### src/rtl/usb_rx_decoder.sv
// USB receive front end: DPLL bit recovery, NRZI decode, SYNC/unstuff/EOP.
// Delivers bytes with strobes and keeps a 64-bit window of recent bytes.
module usb_rx_decoder #(
  parameter logic [15:0] FS_INC    = 16'd15729,
  parameter logic [15:0] LS_INC    = 16'd1966,
  parameter int          IDLE_BITS = 8
) (
  input  logic        iCLK,
  input  logic        iRSTN,
  input  logic        iDP,
  input  logic        iDM,
  input  logic        iIS_FS,
  output logic [7:0]  oByte,
  output logic        oByte_valid,
  output logic        oPkt_start,
  output logic        oPkt_end,
  output logic        oErr,
  output logic [6:0]  oByte_cnt,
  output logic [63:0] oData,
  output logic [2:0]  oState
);

  typedef enum logic [2:0] {
    IDLE = 3'd0,
    SYNC = 3'd1,
    DATA = 3'd2,
    EOP  = 3'd3,
    ERRW = 3'd4
  } state_t;

  state_t      state;
  logic [1:0]  dp_s;
  logic [1:0]  dm_s;
  logic [1:0]  ln_q;
  logic [15:0] phase;
  logic        is_fs;
  logic        prev_j;
  logic        partial;
  logic [2:0]  cnt;
  logic [2:0]  ones;
  logic [7:0]  sh;
  logic [3:0]  jcnt;

  logic        dp;
  logic        dm;
  logic        j;
  logic        k;
  logic        se0;
  logic        se1;
  logic        chg;
  logic        clr;
  logic        stb;
  logic        bit_in;
  logic [15:0] inc;
  logic [15:0] nxt;
  logic [7:0]  sh_n;

  assign dp     = dp_s[1];
  assign dm     = dm_s[1];
  assign j      = is_fs ? (dp & ~dm) : (~dp & dm);
  assign k      = is_fs ? (~dp & dm) : (dp & ~dm);
  assign se0    = ~dp & ~dm;
  assign se1    = dp & dm;
  assign chg    = {dp, dm} != ln_q;
  assign clr    = chg | ((state == IDLE) & k);
  assign inc    = is_fs ? FS_INC : LS_INC;
  assign nxt    = phase + inc;
  // Mid-bit sample: phase crosses the half-way point this cycle
  assign stb    = ~clr & ~phase[15] & nxt[15];
  assign bit_in = (j == prev_j);
  assign sh_n   = {bit_in, sh[7:1]};
  assign oState = state;

  always_ff @(posedge iCLK or negedge iRSTN) begin
    if (!iRSTN) begin
      dp_s  <= '0;
      dm_s  <= '0;
      ln_q  <= '0;
      phase <= '0;
    end else begin
      dp_s  <= {dp_s[0], iDP};
      dm_s  <= {dm_s[0], iDM};
      ln_q  <= {dp, dm};
      phase <= clr ? 16'd0 : nxt;
    end
  end

  always_ff @(posedge iCLK or negedge iRSTN) begin
    if (!iRSTN) begin
      state       <= IDLE;
      is_fs       <= 1'b0;
      prev_j      <= 1'b1;
      partial     <= 1'b0;
      cnt         <= '0;
      ones        <= '0;
      sh          <= '0;
      jcnt        <= '0;
      oByte       <= '0;
      oByte_valid <= 1'b0;
      oPkt_start  <= 1'b0;
      oPkt_end    <= 1'b0;
      oErr        <= 1'b0;
      oByte_cnt   <= '0;
      oData       <= '0;
    end else begin
      oByte_valid <= 1'b0;
      oPkt_start  <= 1'b0;
      oPkt_end    <= 1'b0;
      oErr        <= 1'b0;
      if (stb) prev_j <= j;
      unique case (state)
        IDLE: begin
          is_fs  <= iIS_FS;
          prev_j <= 1'b1;
          jcnt   <= '0;
          if (k) begin
            cnt   <= '0;
            state <= SYNC;
          end
        end
        SYNC: if (stb) begin
          if (se0 | se1) begin
            oErr  <= 1'b1;
            state <= ERRW;
          end else begin
            sh  <= sh_n;
            cnt <= cnt + 3'd1;
            if (cnt == 3'd7) begin
              if (sh_n == 8'h80) begin
                oPkt_start <= 1'b1;
                oByte_cnt  <= '0;
                ones       <= 3'd1;
                state      <= DATA;
              end else begin
                oErr  <= 1'b1;
                state <= ERRW;
              end
            end
          end
        end
        DATA: if (stb) begin
          if (se0) begin
            partial <= (cnt != 3'd0);
            state   <= EOP;
          end else if (se1) begin
            oErr  <= 1'b1;
            state <= ERRW;
          end else if (ones == 3'd6) begin
            // Stuffed bit: must be a 0 and is dropped
            if (bit_in) begin
              oErr  <= 1'b1;
              state <= ERRW;
            end else begin
              ones <= '0;
            end
          end else begin
            ones <= bit_in ? ones + 3'd1 : 3'd0;
            sh   <= sh_n;
            cnt  <= cnt + 3'd1;
            if (cnt == 3'd7) begin
              oByte       <= sh_n;
              oData       <= {oData[55:0], sh_n};
              oByte_valid <= 1'b1;
              if (oByte_cnt != 7'd127) oByte_cnt <= oByte_cnt + 7'd1;
            end
          end
        end
        EOP: if (stb) begin
          if (j) begin
            oPkt_end <= 1'b1;
            oErr     <= partial;
            state    <= IDLE;
          end else if (k | se1) begin
            oErr  <= 1'b1;
            state <= ERRW;
          end
        end
        ERRW: begin
          if ((ln_q == 2'b00) && j) begin
            state <= IDLE;
          end else if (stb) begin
            if (j) begin
              jcnt <= jcnt + 4'd1;
              if (jcnt == 4'(IDLE_BITS - 1)) state <= IDLE;
            end else begin
              jcnt <= '0;
            end
          end
        end
        default: state <= IDLE;
      endcase
    end
  end

endmodule

### config.mk
export PLATFORM = sky130hd
export DESIGN_NAME = usb_rx_decoder
export DESIGN_NICKNAME = d
export VERILOG_FILES = /design/src/rtl/usb_rx_decoder.sv
export SDC_FILE = /design/constraint.sdc
export NUM_CORES = 1
export LEC_CHECK = 0
export CAP_MARGIN = 20
export CORE_MARGIN = 2
export CORE_UTILIZATION = 40
export CTS_CLUSTER_SIZE = 30
export DETAILED_ROUTE_END_ITERATION = 12
export HOLD_SLACK_MARGIN = 0.08
export PLACE_DENSITY = 0.72
export SYNTH_ARGS = -nofsm -noshare
export SYNTH_HDL_FRONTEND = slang
export SYNTH_SLANG_ARGS = --single-unit
### constraint.sdc
create_clock -name iCLK -period 3.15 [get_ports iCLK]
set_input_delay 0.4725 -clock iCLK [delete_from_list [all_inputs] [get_ports iCLK]]
set_output_delay 0.4725 -clock iCLK [all_outputs]
set_load 0.02 [all_outputs]
# Word level (Yosys, flattened, before mapping)
# Index checks and enable logic that the tools add are counted.
[totals]
out_inout_bits = 86
regBits = 129
in_bits = 5
[op_classes]
bitwise = 17
addsub = 5
mux = 92
n_eq_ne = 33
n_reduce_logical = 16
[op_table]
columns = ["op", "count"]
rows = [
  ["$mux W3", 34],
  ["$mux W7", 10],
  ["$mux W8", 6],
  ["$mux W1", 30],
  ["$ne A2 B2 Y1 const B", 14],
  ["$reduce_and A11 Y1", 2],
  ["$ne A3 B3 Y1 const B", 6],
  ["$add A16 B14 Y16", 1],
  ["$mux W16", 1],
  ["$pmux W8 S2", 1],
  ["$pmux W3 S5", 1],
  ["$mux W14", 1],
  ["$pmux W7 S2", 1],
  ["$mux W4", 3],
  ["$eq A3 B3 Y1 const B", 3],
  ["$pmux W3 S3", 1],
  ["$reduce_and A9 Y1", 1],
  ["$eq A8 B8 Y1 const B", 1],
  ["$ne A4 B4 Y1 const B", 2],
  ["$pmux W4 S2", 1],
  ["$reduce_and A8 Y1", 1],
  ["$add A7 B1 Y7 const B", 1],
  ["$and A1 B1 Y1", 7],
  ["$ne A7 B7 Y1 const B", 1],
  ["other kinds (19)", 33],
]

# Logic depth before layout (Yosys ltp)
[depth]
word_depth = 11
depth_mapped = 11

# Least setup slack after synthesis
# No wires, ideal clock.
[synth_timing]
path_type = "flip-flop to flip-flop"
from = "reg is_fs"
to = "reg oData[10]"
required_ns = 3.022
n_path_buf = 3
stages_incl_launch_ff = 12
slack_ns = 0.274
t_arrival_ns = 2.748
path_cell_list = "dfrtp_1 > buf_2 > inv_1 > ha_1 > o21ai_1 > nor4b_1 > nor4_4 > a21o_1 > nor2_2 > buf_6 > buf_8 > mux2_1"
[synth_via]
elab_chain_len = 7
elab_cells_between_ends = 9
classes_between = "1 x add/sub; 2 x mux; 5 x bitwise; 1 x reduce/logical"
[synth_lines]
columns = ["element", "line_no", "source"]
rows = [
  ["start: declaration", "36", "logic is_fs;"],
  ["start signal: assignment", "113", "is_fs <= iIS_FS;"],
  ["branches (longest 5 deep; another with $add A16 B14 Y16)", "-", ""],
  ["$and A1 B1 Y1 (*)", "69", "assign stb = ~clr & ~phase[15] & nxt[15];"],
  ["$reduce_and A6 Y1 (no line) (*)", "-", ""],
  ["end signal: assignment", "162", "oData <= {oData[55:0], sh_n};"],
  ["end: declaration", "19", "output logic [63:0] oData,"],
]
# Every way passes the cells marked *.
# A chain may end at the register's enable or synchronous reset.

# Worst setup path in the final report
[layout_timing]
from = "reg is_fs"
to = "reg oData[30]"
# Same word-level chain as after synthesis.

==> impl_metrics.env <==
export IMPL_status="finished, final reports clean"
export IMPL_synth_top_area_cells="sky130_fd_sc_hd__dfrtp_1, sky130_fd_sc_hd__mux2_1, sky130_fd_sc_hd__ha_1"
export IMPL_finalClockSkew_ps=7.76
export IMPL_synthArstFlopShare_pct=100
export IMPL_synth_nets=525
export IMPL_synth_edff_count=0
export IMPL_drt_iter0_drc=271
export IMPL_yosysMostFrequentCell="sky130_fd_sc_hd__dfrtp_1"
export IMPL_num_antenna_cells=0
export IMPL_vias_in_the_first_global_route=4324
export IMPL_grt_max_degree=50
export IMPL_crit_type="reg2reg"
export IMPL_area_growth_syn_to_layout_pct=28.6
export IMPL_start_util_pct=40.9
export IMPL_std_cell_rows=44
export IMPL_maxSlewViolCount=0
export IMPL_hold_path_class="reg2reg"
export IMPL_drt_antenna_violating_nets=0
export IMPL_ys_warn_count=0
export IMPL_hold_violation_count_in_the_final_report=0
export IMPL_clock_sinks=120
export IMPL_synth_flop_cell="sky130_fd_sc_hd__dfrtp_1"
export IMPL_clock_tree_from_tritoncts="done"
export IMPL_design_power_total_mw=5.44
export IMPL_cts_buffers_inserted=17
export IMPL_dp_slack_ps=353
export IMPL_worst_setup_hold_path_clk_slew_ps=60
export IMPL_first_pass_iters=5
export IMPL_static_leakage_power_nw=3.55
export IMPL_worst_pin_slew_ps=699
export IMPL_grt_setup_unrepaired="false"
export IMPL_grt_use_total_pct=16.5
export IMPL_postCtsSetupBuffers=0
export IMPL_dpl_hpwl_mm=8.79
export IMPL_critical_path_required_ps=3430
export IMPL_final_nets=628
export IMPL_ctsHtreeMaxLevel=4
export IMPL_avgSynthCellArea_um2=11.9
export IMPL_reg2regPathDepth=9
export IMPL_max_freq_ghz=0.357
export IMPL_timing_final_crit_share_pct=89.0
export IMPL_chipWidth_um=126
export IMPL_design_die_area_um2=15800
export IMPL_slew_limit_headroom_pct=53.2
export IMPL_power_ir_vdd_worst_mv=0.448
export IMPL_cts_root_buffer_cell="sky130_fd_sc_hd__clkbuf_16"
export IMPL_power_density_nw_per_um2=715
export IMPL_layout_core_utilization_pct=52.6
export IMPL_vias_after_detailed_routing=4192
export IMPL_finalWeightedCongestion=0.883
export IMPL_avgRoutedWirePerCell_um=15.4
export IMPL_critPathArrivalTime_ps=3090
export IMPL_postRouteWirelength_mm=12.3
export IMPL_post_synth_instance_area_um2=5920
export IMPL_critPathLaunchType="register"
export IMPL_wire_length_of_the_first_global_routing_pass_mm=20.9
export IMPL_worst_skew_pair_late_latency_ps=410
export IMPL_via_per_instance_ratio=5.26
export IMPL_antenna_found_initial=0
export IMPL_layout_setup_ws_ps=345
export IMPL_timing_max_cap_violations=0
export IMPL_grt_remaining_overflow=0
export IMPL_finalSetupViolations=0
export IMPL_cts_path_max_buffers=2
export IMPL_core_region_area_um2=14500
export IMPL_crit_path_end_kind="register"
export IMPL_number_of_top_level_pins=91
export IMPL_synth_seq_cells=120
export IMPL_portBuffers=90
export IMPL_final_layout_size_suffix_gt1_share_pct=12.2
export IMPL_post_synth_num_cell_types=70
export IMPL_setup_tns_ps=0
export IMPL_synth_top_cell_area_share_pct=50.3
export IMPL_final_min_clock_period_ps=2800
export IMPL_die_height_um=126
export IMPL_route_detailed_drc=0
export IMPL_dp_cells=764
export IMPL_synth_yosys_seq_area_share_pct=50.8
export IMPL_timing_critical_path_fanout_max=21
export IMPL_synthDominantAreaCellType="sky130_fd_sc_hd__dfrtp_1"
export IMPL_most_numerous_cell_types_in_the_synthesized_netlist="sky130_fd_sc_hd__dfrtp_1, sky130_fd_sc_hd__mux2_1, sky130_fd_sc_hd__nor2_1"
export IMPL_synth_cells=497
export IMPL_min_delay_path_depth=0
export IMPL_final_cell_count_no_fill=797
==> kinds of logic after synthesis <==
group | synth area share (%)
simple gates | 10.9
fa+ha+maj | 4.99
mux | 15.6
xor+xnor | 2.22
flops | 50.8
buf+inv | 4.61
compound gates | 10.9
==> state kept, by name, summed over array words and instances, names as in the netlist <==
name and cells:
oByte_valid 1, partial 1, prev_j 1, phase 16, is_fs 1, dp_s 2, ones 3, dm_s 2
oPkt_end 1, oErr 1, oState 3, oData 57, sh 7, oByte 7, oByte_cnt 7, jcnt 4
oPkt_start 1, cnt 3, ln_q 2
==> metrics by stage <==
step                hold slack, ps  instance area, µm²
floorplan                      177                5920
global placement               338                7010
detailed placement             335                7010
CTS                            346                7610
global route                   366                7610
finish                         346                7610
==> routing by layer <==
metal	routed length [µm]	GRT usage (%)
met5	0	0
met4	123	5.42
met3	746	5.18
met2	5610	26.0
met1	5790	21.7
==> cell usage in the layout, fill, tap and decap left out, types with 15 or more instances in the layout <==
cell                              instances
sky130_fd_sc_hd__dfrtp_1                119
sky130_fd_sc_hd__clkdlybuf4s50_1         89
sky130_fd_sc_hd__mux2_1                  59
sky130_fd_sc_hd__nor2_1                  32
sky130_fd_sc_hd__nand2_1                 26
sky130_fd_sc_hd__ha_1                    22
sky130_fd_sc_hd__inv_1                   19
sky130_fd_sc_hd__clkbuf_16               17
sky130_fd_sc_hd__buf_4                   17
sky130_fd_sc_hd__a21oi_1                 15
==> report_power, final <==
part / leakage, nW / internal [mW] / switching [mW]
Sequential: 1.64 / 1.65 / 0.109
Combinational: 1.62 / 0.768 / 1.02
Clock: 0.280 / 1.19 / 0.701
Total: 3.55 / 3.61 / 1.83
==> layout make-up <==
cell class	instances	area, µm²
fillers	1251	6870
flip-flops and latches	120	3000
multi-input cells	333	2650
repair buffers	109	1070
clock buffers	19	443
well taps	184	230
clock inverters	13	145
inverters	19	71.3
==> worst max-delay path, cell delays in order (launching register included) <==
cell and delay, ps:
sky130_fd_sc_hd__dfrtp_1 370, sky130_fd_sc_hd__buf_4 200, sky130_fd_sc_hd__ha_1 380, sky130_fd_sc_hd__and4_1 240
sky130_fd_sc_hd__a22oi_1 100, sky130_fd_sc_hd__or3_4 370, sky130_fd_sc_hd__a21o_1 210, sky130_fd_sc_hd__nor2_4 150
sky130_fd_sc_hd__buf_4 290, sky130_fd_sc_hd__mux2_1 370
==> path summary, 6_finish.rpt <==
check                        start  slack [ps]   endpoint
setup / recovery             is_fs         350  oData[30]
hold / removal             dp_s[0]         350    dp_s[1]
hold reg to reg            dp_s[0]         350    dp_s[1]
min in group asynchronous    iRSTN         560  oData[38]
max in group asynchronous    iRSTN        1720  oData[10]
setup reg to reg             is_fs         350  oData[30]
==> repair_timing <==
item,CTS,global route
hold buffers,1,0
hold endpoints to repair,33,0
resized for setup,0,0
endpoints found under the setup margin,0,0
Note: power is estimated with default switching activity, not from simulation.
